`src/rtl/byte_serial_adder_ctrl_pkg.sv`:
```
// Shared definitions for the byte-serial adder sequencer: state encoding and index sizing.
package byte_serial_adder_ctrl_pkg;

    localparam int unsigned BSA_STATE_W = 2;

    localparam logic [BSA_STATE_W-1:0] BSA_IDLE = 2'd0;
    localparam logic [BSA_STATE_W-1:0] BSA_ADD  = 2'd1;
    localparam logic [BSA_STATE_W-1:0] BSA_DONE = 2'd2;

    // Ceiling log2, never less than 1 so a single-byte build still has an index bit.
    function automatic int unsigned bsa_clog2(input int unsigned n);
        int unsigned r;
        r = 0;
        for (int unsigned i = 0; i < 32; i++) begin
            if ((32'd1 << i) < n) r = i + 1;
        end
        return (r < 1) ? 1 : r;
    endfunction

endpackage

```
`src/rtl/byte_serial_adder_ctrl_cla.sv`:
```
// Existing 8-bit carry look-ahead adder shared by the team's datapaths.
module Carry_Look_Ahead_Adder_8bit (
    input  logic [7:0] a,
    input  logic [7:0] b,
    input  logic       cin,
    output logic [7:0] sum,
    output logic       cout
);

    logic [7:0] g;
    logic [7:0] p;
    logic [8:0] c;

    assign g = a & b;
    assign p = a ^ b;

    // Carry chain from generate/propagate terms.
    always_comb begin
        c    = '0;
        c[0] = cin;
        for (int i = 0; i < 8; i++) begin
            c[i+1] = g[i] | (p[i] & c[i]);
        end
    end

    assign sum  = p ^ c[7:0];
    assign cout = c[8];

endmodule

```
`src/rtl/byte_serial_adder_ctrl.sv`:
```
// Byte-serial wide adder: one byte per clock through a shared 8-bit CLA, LSB first.
// Optional feature macro: BSA_SUB_EN (adds the op port for subtraction).
module byte_serial_adder_ctrl
    import byte_serial_adder_ctrl_pkg::*;
#(
    parameter int unsigned NBYTES = 4
) (
    input  logic                  clk,
    input  logic                  rst,
    input  logic                  in_valid,
    output logic                  in_ready,
    input  logic [8*NBYTES-1:0]   a,
    input  logic [8*NBYTES-1:0]   b,
    input  logic                  cin,
`ifdef BSA_SUB_EN
    input  logic                  op,
`endif
    output logic                  out_valid,
    input  logic                  out_ready,
    output logic [8*NBYTES-1:0]   sum,
    output logic                  cout,
    output logic                  busy
);

    localparam int unsigned W    = 8 * NBYTES;
    localparam int unsigned IDXW = bsa_clog2(NBYTES);

    logic [BSA_STATE_W-1:0] state_q;
    logic [BSA_STATE_W-1:0] state_d;
    logic [W-1:0]           a_q;
    logic [W-1:0]           b_q;
    logic [W-1:0]           sum_q;
    logic                   carry_q;
    logic [IDXW-1:0]        idx_q;
`ifdef BSA_SUB_EN
    logic                   op_q;
`endif

    logic                   accept_c;
    logic                   last_c;
    logic [7:0]             a_byte_c;
    logic [7:0]             b_byte_c;
    logic [7:0]             cla_sum_c;
    logic                   cla_cout_c;

    assign in_ready  = (state_q == BSA_IDLE) || ((state_q == BSA_DONE) && out_ready);
    assign accept_c  = in_valid && in_ready;
    assign last_c    = (idx_q == IDXW'(NBYTES - 1));
    assign out_valid = (state_q == BSA_DONE);
    assign busy      = (state_q == BSA_ADD);
    assign sum       = sum_q;
    assign cout      = carry_q;

    assign a_byte_c = a_q[8*int'(idx_q) +: 8];
`ifdef BSA_SUB_EN
    assign b_byte_c = op_q ? ~b_q[8*int'(idx_q) +: 8] : b_q[8*int'(idx_q) +: 8];
`else
    assign b_byte_c = b_q[8*int'(idx_q) +: 8];
`endif

    Carry_Look_Ahead_Adder_8bit u_cla (
        .a    (a_byte_c),
        .b    (b_byte_c),
        .cin  (carry_q),
        .sum  (cla_sum_c),
        .cout (cla_cout_c)
    );

    // State register.
    always_ff @(posedge clk or posedge rst) begin
        if (rst) state_q <= BSA_IDLE;
        else     state_q <= state_d;
    end

    // Next-state: DONE may chain straight into ADD when a new operand set arrives.
    always_comb begin
        state_d = state_q;
        case (state_q)
            BSA_IDLE: if (accept_c) state_d = BSA_ADD;
            BSA_ADD:  if (last_c)   state_d = BSA_DONE;
            BSA_DONE: begin
                if (accept_c)       state_d = BSA_ADD;
                else if (out_ready) state_d = BSA_IDLE;
            end
            default:                state_d = BSA_IDLE;
        endcase
    end

    // Operand capture on accept, then one byte of sum and the carry per ADD cycle.
    always_ff @(posedge clk or posedge rst) begin
        if (rst) begin
            a_q     <= '0;
            b_q     <= '0;
            sum_q   <= '0;
            carry_q <= 1'b0;
            idx_q   <= '0;
`ifdef BSA_SUB_EN
            op_q    <= 1'b0;
`endif
        end else if (accept_c) begin
            a_q     <= a;
            b_q     <= b;
            idx_q   <= '0;
`ifdef BSA_SUB_EN
            op_q    <= op;
            carry_q <= op ? 1'b1 : cin;
`else
            carry_q <= cin;
`endif
        end else if (state_q == BSA_ADD) begin
            sum_q[8*int'(idx_q) +: 8] <= cla_sum_c;
            carry_q                   <= cla_cout_c;
            if (!last_c) idx_q <= idx_q + IDXW'(1);
        end
    end

endmodule

```
`config.mk`:
```
export PLATFORM = sky130hd
export DESIGN_NAME = byte_serial_adder_ctrl
export DESIGN_NICKNAME = d
export VERILOG_FILES = /design/src/rtl/byte_serial_adder_ctrl_pkg.sv /design/src/rtl/byte_serial_adder_ctrl_cla.sv /design/src/rtl/byte_serial_adder_ctrl.sv
export SDC_FILE = /design/constraint.sdc
export NUM_CORES = 1
export LEC_CHECK = 0
export CAP_MARGIN = 20
export CELL_PAD_IN_SITES_DETAIL_PLACEMENT = 0
export CELL_PAD_IN_SITES_GLOBAL_PLACEMENT = 1
export CORE_ASPECT_RATIO = 0.5
export CORE_UTILIZATION = 44
export DETAILED_ROUTE_END_ITERATION = 8
export PLACE_DENSITY_LB_ADDON = 0.1
export SLEW_MARGIN = 20
export SYNTH_ARGS = -nofsm -noshare
export SYNTH_HDL_FRONTEND = slang
export SYNTH_HIERARCHICAL = 1
export SYNTH_SLANG_ARGS = --single-unit
```
`constraint.sdc`:
```
create_clock -name clk -period 12.65 [get_ports clk]
set_input_delay 2.53 -clock clk [delete_from_list [all_inputs] [get_ports clk]]
set_output_delay 2.53 -clock clk [all_outputs]
set_load 0.02 [all_outputs]
```
==> impl_metrics.py <==
metrics = {
    "run_status": {
        "outcome": "finished, final reports clean",
    },
    "clock_tree": {
        "tritoncts_num_sinks": 101,
        "path_clk_slew_ps": 60,
        "clock_tree_buffer_depth": 2,
        "postCtsSetupRepairBufs": 0,
        "post_cts_hold_buffer_count": 0,
        "worst_skew_pair.late_latency_ps": 340,
        "cts_tree": "done",
        "htreeDepth": 3,
        "cts_root_buffer": "sky130_fd_sc_hd__clkbuf_16",
        "tritoncts.num_buffers": 9,
        "post_cts_resized": 0,
    },
    "routing": {
        "detailroute.via_count": 2713,
        "vias_per_cell": 5.16,
        "drc": 0,
        "dr.pass1.iters": 4,
        "wire_per_inst_um": 17.4,
        "antenna_violating_nets_post_route": 0,
        "detailedRoute.firstIterationViolations": 99,
        "routed_wl_mm": 9.16,
    },
    "global_routing": {
        "largest_net_degree_at_the_start_of_global_routing": 69,
        "first_global_vias": 2803,
        "antenna_found_initial": 0,
        "grt_overflow_total": 0,
        "track_usage_pct": 19.5,
        "grt_first_pass_wirelength_mm": 14.7,
    },
    "floorplan": {
        "placeableCoreArea_sq_mm": 0.00967,
        "fp.dieArea_sq_mm": 0.0106,
        "chipWidth_um": 145,
        "die_height_um": 73.3,
        "floorplan.initialDensity_pct": 46.3,
        "row_count": 25,
        "i_o_pin_total": 105,
    },
    "setup_path": {
        "cpMostUsedCell": "sky130_fd_sc_hd__clkdlybuf4s50_1",
        "rr_endpoint": "cout$_DFFE_PP0P_",
        "reg2reg_from": "idx_q[0]$_DFFE_PP0P_",
        "rrSetupSlack_ps": 7520,
        "worst-endpoint-arrival_ps": 3810,
        "worstSetupStartpoint": "out_ready",
        "path_cells": "clkdlybuf4s50_1 > inv_2 > a21oi_1 > clkdlybuf4s50_1",
        "crit_slowest_cell": "sky130_fd_sc_hd__clkdlybuf4s50_1",
        "worstSetupEndpoint": "in_ready",
        "worstSetupPathType": "input pin to output pin",
        "critPathRequiredTime_ps": 10120,
        "cp-end-kind": "output pin",
        "crit_path_max_incr_delay_ps": 610,
        "r2r_cells": 16,
        "highest_fanout_seen_on_the_critical_path": 3,
        "critical_path.startpoint_type": "input pin",
    },
    "synth": {
        "instance_count_of_the_mapped_netlist": 279,
        "synth.area.top_cells": "sky130_fd_sc_hd__dfrtp_1 57%, sky130_fd_sc_hd__mux2_2 12%, sky130_fd_sc_hd__mux4_2 8.1%",
        "synth.net_count": 361,
        "netlist.area_leader.share_pct": 56.5,
        "synth.cells.most_frequent": "101 x sky130_fd_sc_hd__dfrtp_1, 49 x sky130_fd_sc_hd__mux2_2, 33 x sky130_fd_sc_hd__a22o_1, 17 x sky130_fd_sc_hd__mux2_1, 16 x sky130_fd_sc_hd__mux4_2",
        "synth-seq-cells": 101,
        "yosysWarningCount": 6,
        "synthMostInstantiatedCell": "sky130_fd_sc_hd__dfrtp_1",
        "synthArstFlopShare_pct": 100,
        "post-synth-top-area-cell": "sky130_fd_sc_hd__dfrtp_1",
        "avgSynthCellArea_sq_um": 16.0,
        "ys_types": 25,
        "mappedNetlistArea_sq_mm": 0.00447,
        "edff_count_synth": 0,
        "share_of_synthesized_area_occupied_by_flip_flops_and_latches_pct": 56.5,
        "synth_ff_type": "sky130_fd_sc_hd__dfrtp_1",
    },
    "min_path": {
        "min_path_type": "flop to flop",
    },
    "timing": {
        "worst-slew-pin-transition_ps": 858,
        "grt_setup_unrepaired": "false",
        "max_clock_freq_ghz": 0.158,
        "final.period_utilization_pct": 50.1,
        "final_max_slew_viol_count": 0,
        "report.final.hold_viol_count": 0,
        "finalSetupTns_ps": 0,
        "finalClockSkew_ps": 8.75,
        "timing.max_slew.rel_slack_pct": 42.8,
        "worst_slack_setup_final_ps": 6310,
        "final.min_clock_period_ps": 6340,
        "finalSetupViolCount": 0,
    },
    "placement": {
        "gp_routability_congestion": 0.775,
        "place.detailed.hpwl_mm": 6.71,
        "port-buffer-count": 104,
        "place_ws_ps": 6300,
        "dpl-instance-area_sq_mm": 0.00565,
    },
    "finish": {
        "areaGrowthSynthToFinish_pct": 32.5,
        "drive_gt1_share_pct": 24.0,
        "antennaDiodeCount": 0,
        "post-route-cell-area_sq_mm": 0.00592,
        "fin_nets": 469,
    },
    "pwr": {
        "static-leakage-power_nw": 2.48,
        "powerDensity_mw_per_mm2": 275,
        "ir_worst_vdd_uv": 115,
        "total_power_mw": 1.63,
    },
    "job": {
        "cap_viol_max_count": 0,
    },
}
==> report_power, final <==
group | switching (mW) | leakage (nW) | internal [mW]
logic | 0.428 | 1.09 | 0.401
clock network | 0.117 | 0.131 | 0.138
registers | 0.0817 | 1.25 | 0.466
==> cell type report <==
cell class / count / area (sq um)
tap: 135 / 169
inverter: 16 / 62.6
clock buffer: 10 / 239
sequential: 101 / 2530
multi-input combinational: 151 / 1820
timing repair buffer: 108 / 1070
clock inverter: 5 / 37.5
fill: 756 / 3740
==> flip-flops by register name, indices dropped and copies added, names as in the netlist <==
register,count
b_q,32
state_q,2
idx_q,2
a_q,32
cout,1
sum,32
==> worst max-delay path: cells and delay by family <==
kind                   cells  cell delay [ps]
buffers and inverters      3             1140
AOI/OAI and AO/OA          1              140
==> through the flow <==
step	utilization [%]	instances	hold WS [ps]
after floorplan	-	279	452
after global placement	58.4	511	464
after detailed placement	58.4	511	476
after CTS	61.3	526	489
after global routing	61.3	526	507
final	61.3	526	488
==> worst min path at each step <==
| stage | endpoint | depth (start not counted) | start |
|---|---|---|---|
| 2_1_floorplan | b_q[16]$_DFFE_PP0N_ | 1 | b_q[16]$_DFFE_PP0N_ |
| 6_report | b_q[6]$_DFFE_PP0N_ | 1 | b_q[6]$_DFFE_PP0N_ |
| 3_3_place_gp | b_q[13]$_DFFE_PP0N_ | 1 | b_q[13]$_DFFE_PP0N_ |
| 4_1_cts | b_q[5]$_DFFE_PP0N_ | 1 | b_q[5]$_DFFE_PP0N_ |
| 3_5_place_dp | b_q[11]$_DFFE_PP0N_ | 1 | b_q[11]$_DFFE_PP0N_ |
| 5_1_grt | b_q[11]$_DFFE_PP0N_ | 1 | b_q[11]$_DFFE_PP0N_ |
==> per-layer routing <==
metal | vias up | GRT usage [%] | part of all wire, %
li1 | 1245 | - | -
met1 | 1380 | 27.4 | 49
met2 | 77 | 29.3 | 45
met3 | 11 | 5.41 | 5.0
met4 | 0 | 6.32 | 1.2
met5 | - | 0 | 0
==> placed cells by master (no fill, tap or decap) <==
cell type and count:
sky130_fd_sc_hd__a211oi_4 1, sky130_fd_sc_hd__a21oi_1 2, sky130_fd_sc_hd__a22o_1 33, sky130_fd_sc_hd__buf_4 4, sky130_fd_sc_hd__clkbuf_16 9, sky130_fd_sc_hd__clkbuf_8 1, sky130_fd_sc_hd__clkdlybuf4s50_1 104, sky130_fd_sc_hd__clkinv_2 1
sky130_fd_sc_hd__clkinv_4 2, sky130_fd_sc_hd__clkinvlp_4 2, sky130_fd_sc_hd__dfrtp_1 101, sky130_fd_sc_hd__fa_1 8, sky130_fd_sc_hd__ha_1 5, sky130_fd_sc_hd__inv_1 13, sky130_fd_sc_hd__inv_2 2, sky130_fd_sc_hd__inv_4 1
sky130_fd_sc_hd__mux2_1 17, sky130_fd_sc_hd__mux2_2 49, sky130_fd_sc_hd__mux4_2 16, sky130_fd_sc_hd__nand2_1 8, sky130_fd_sc_hd__nand2b_1 1, sky130_fd_sc_hd__nand2b_4 1, sky130_fd_sc_hd__nor2_1 1, sky130_fd_sc_hd__nor2b_1 1
sky130_fd_sc_hd__nor3b_1 1, sky130_fd_sc_hd__nor4_4 4, sky130_fd_sc_hd__o21ai_0 1, sky130_fd_sc_hd__or2_2 1, sky130_fd_sc_hd__xnor2_1 1
==> cells by family (layout without fill, tap and decap cells) <==
kind of cell               count (synthesis)  after routing  synth area share, %
and+or+nand+nor                           18             18                 3.55
adders and majority gates                 13             13                 4.98
buffers and inverters                     27            139                 2.99
muxes                                     82             82                 24.7
AOI/OAI and AO/OA                         37             37                 7.08
DFF                                      101            101                 56.5
xor gates and xnor gates                   1              1                0.196
(Power assumes the default switching activity.)
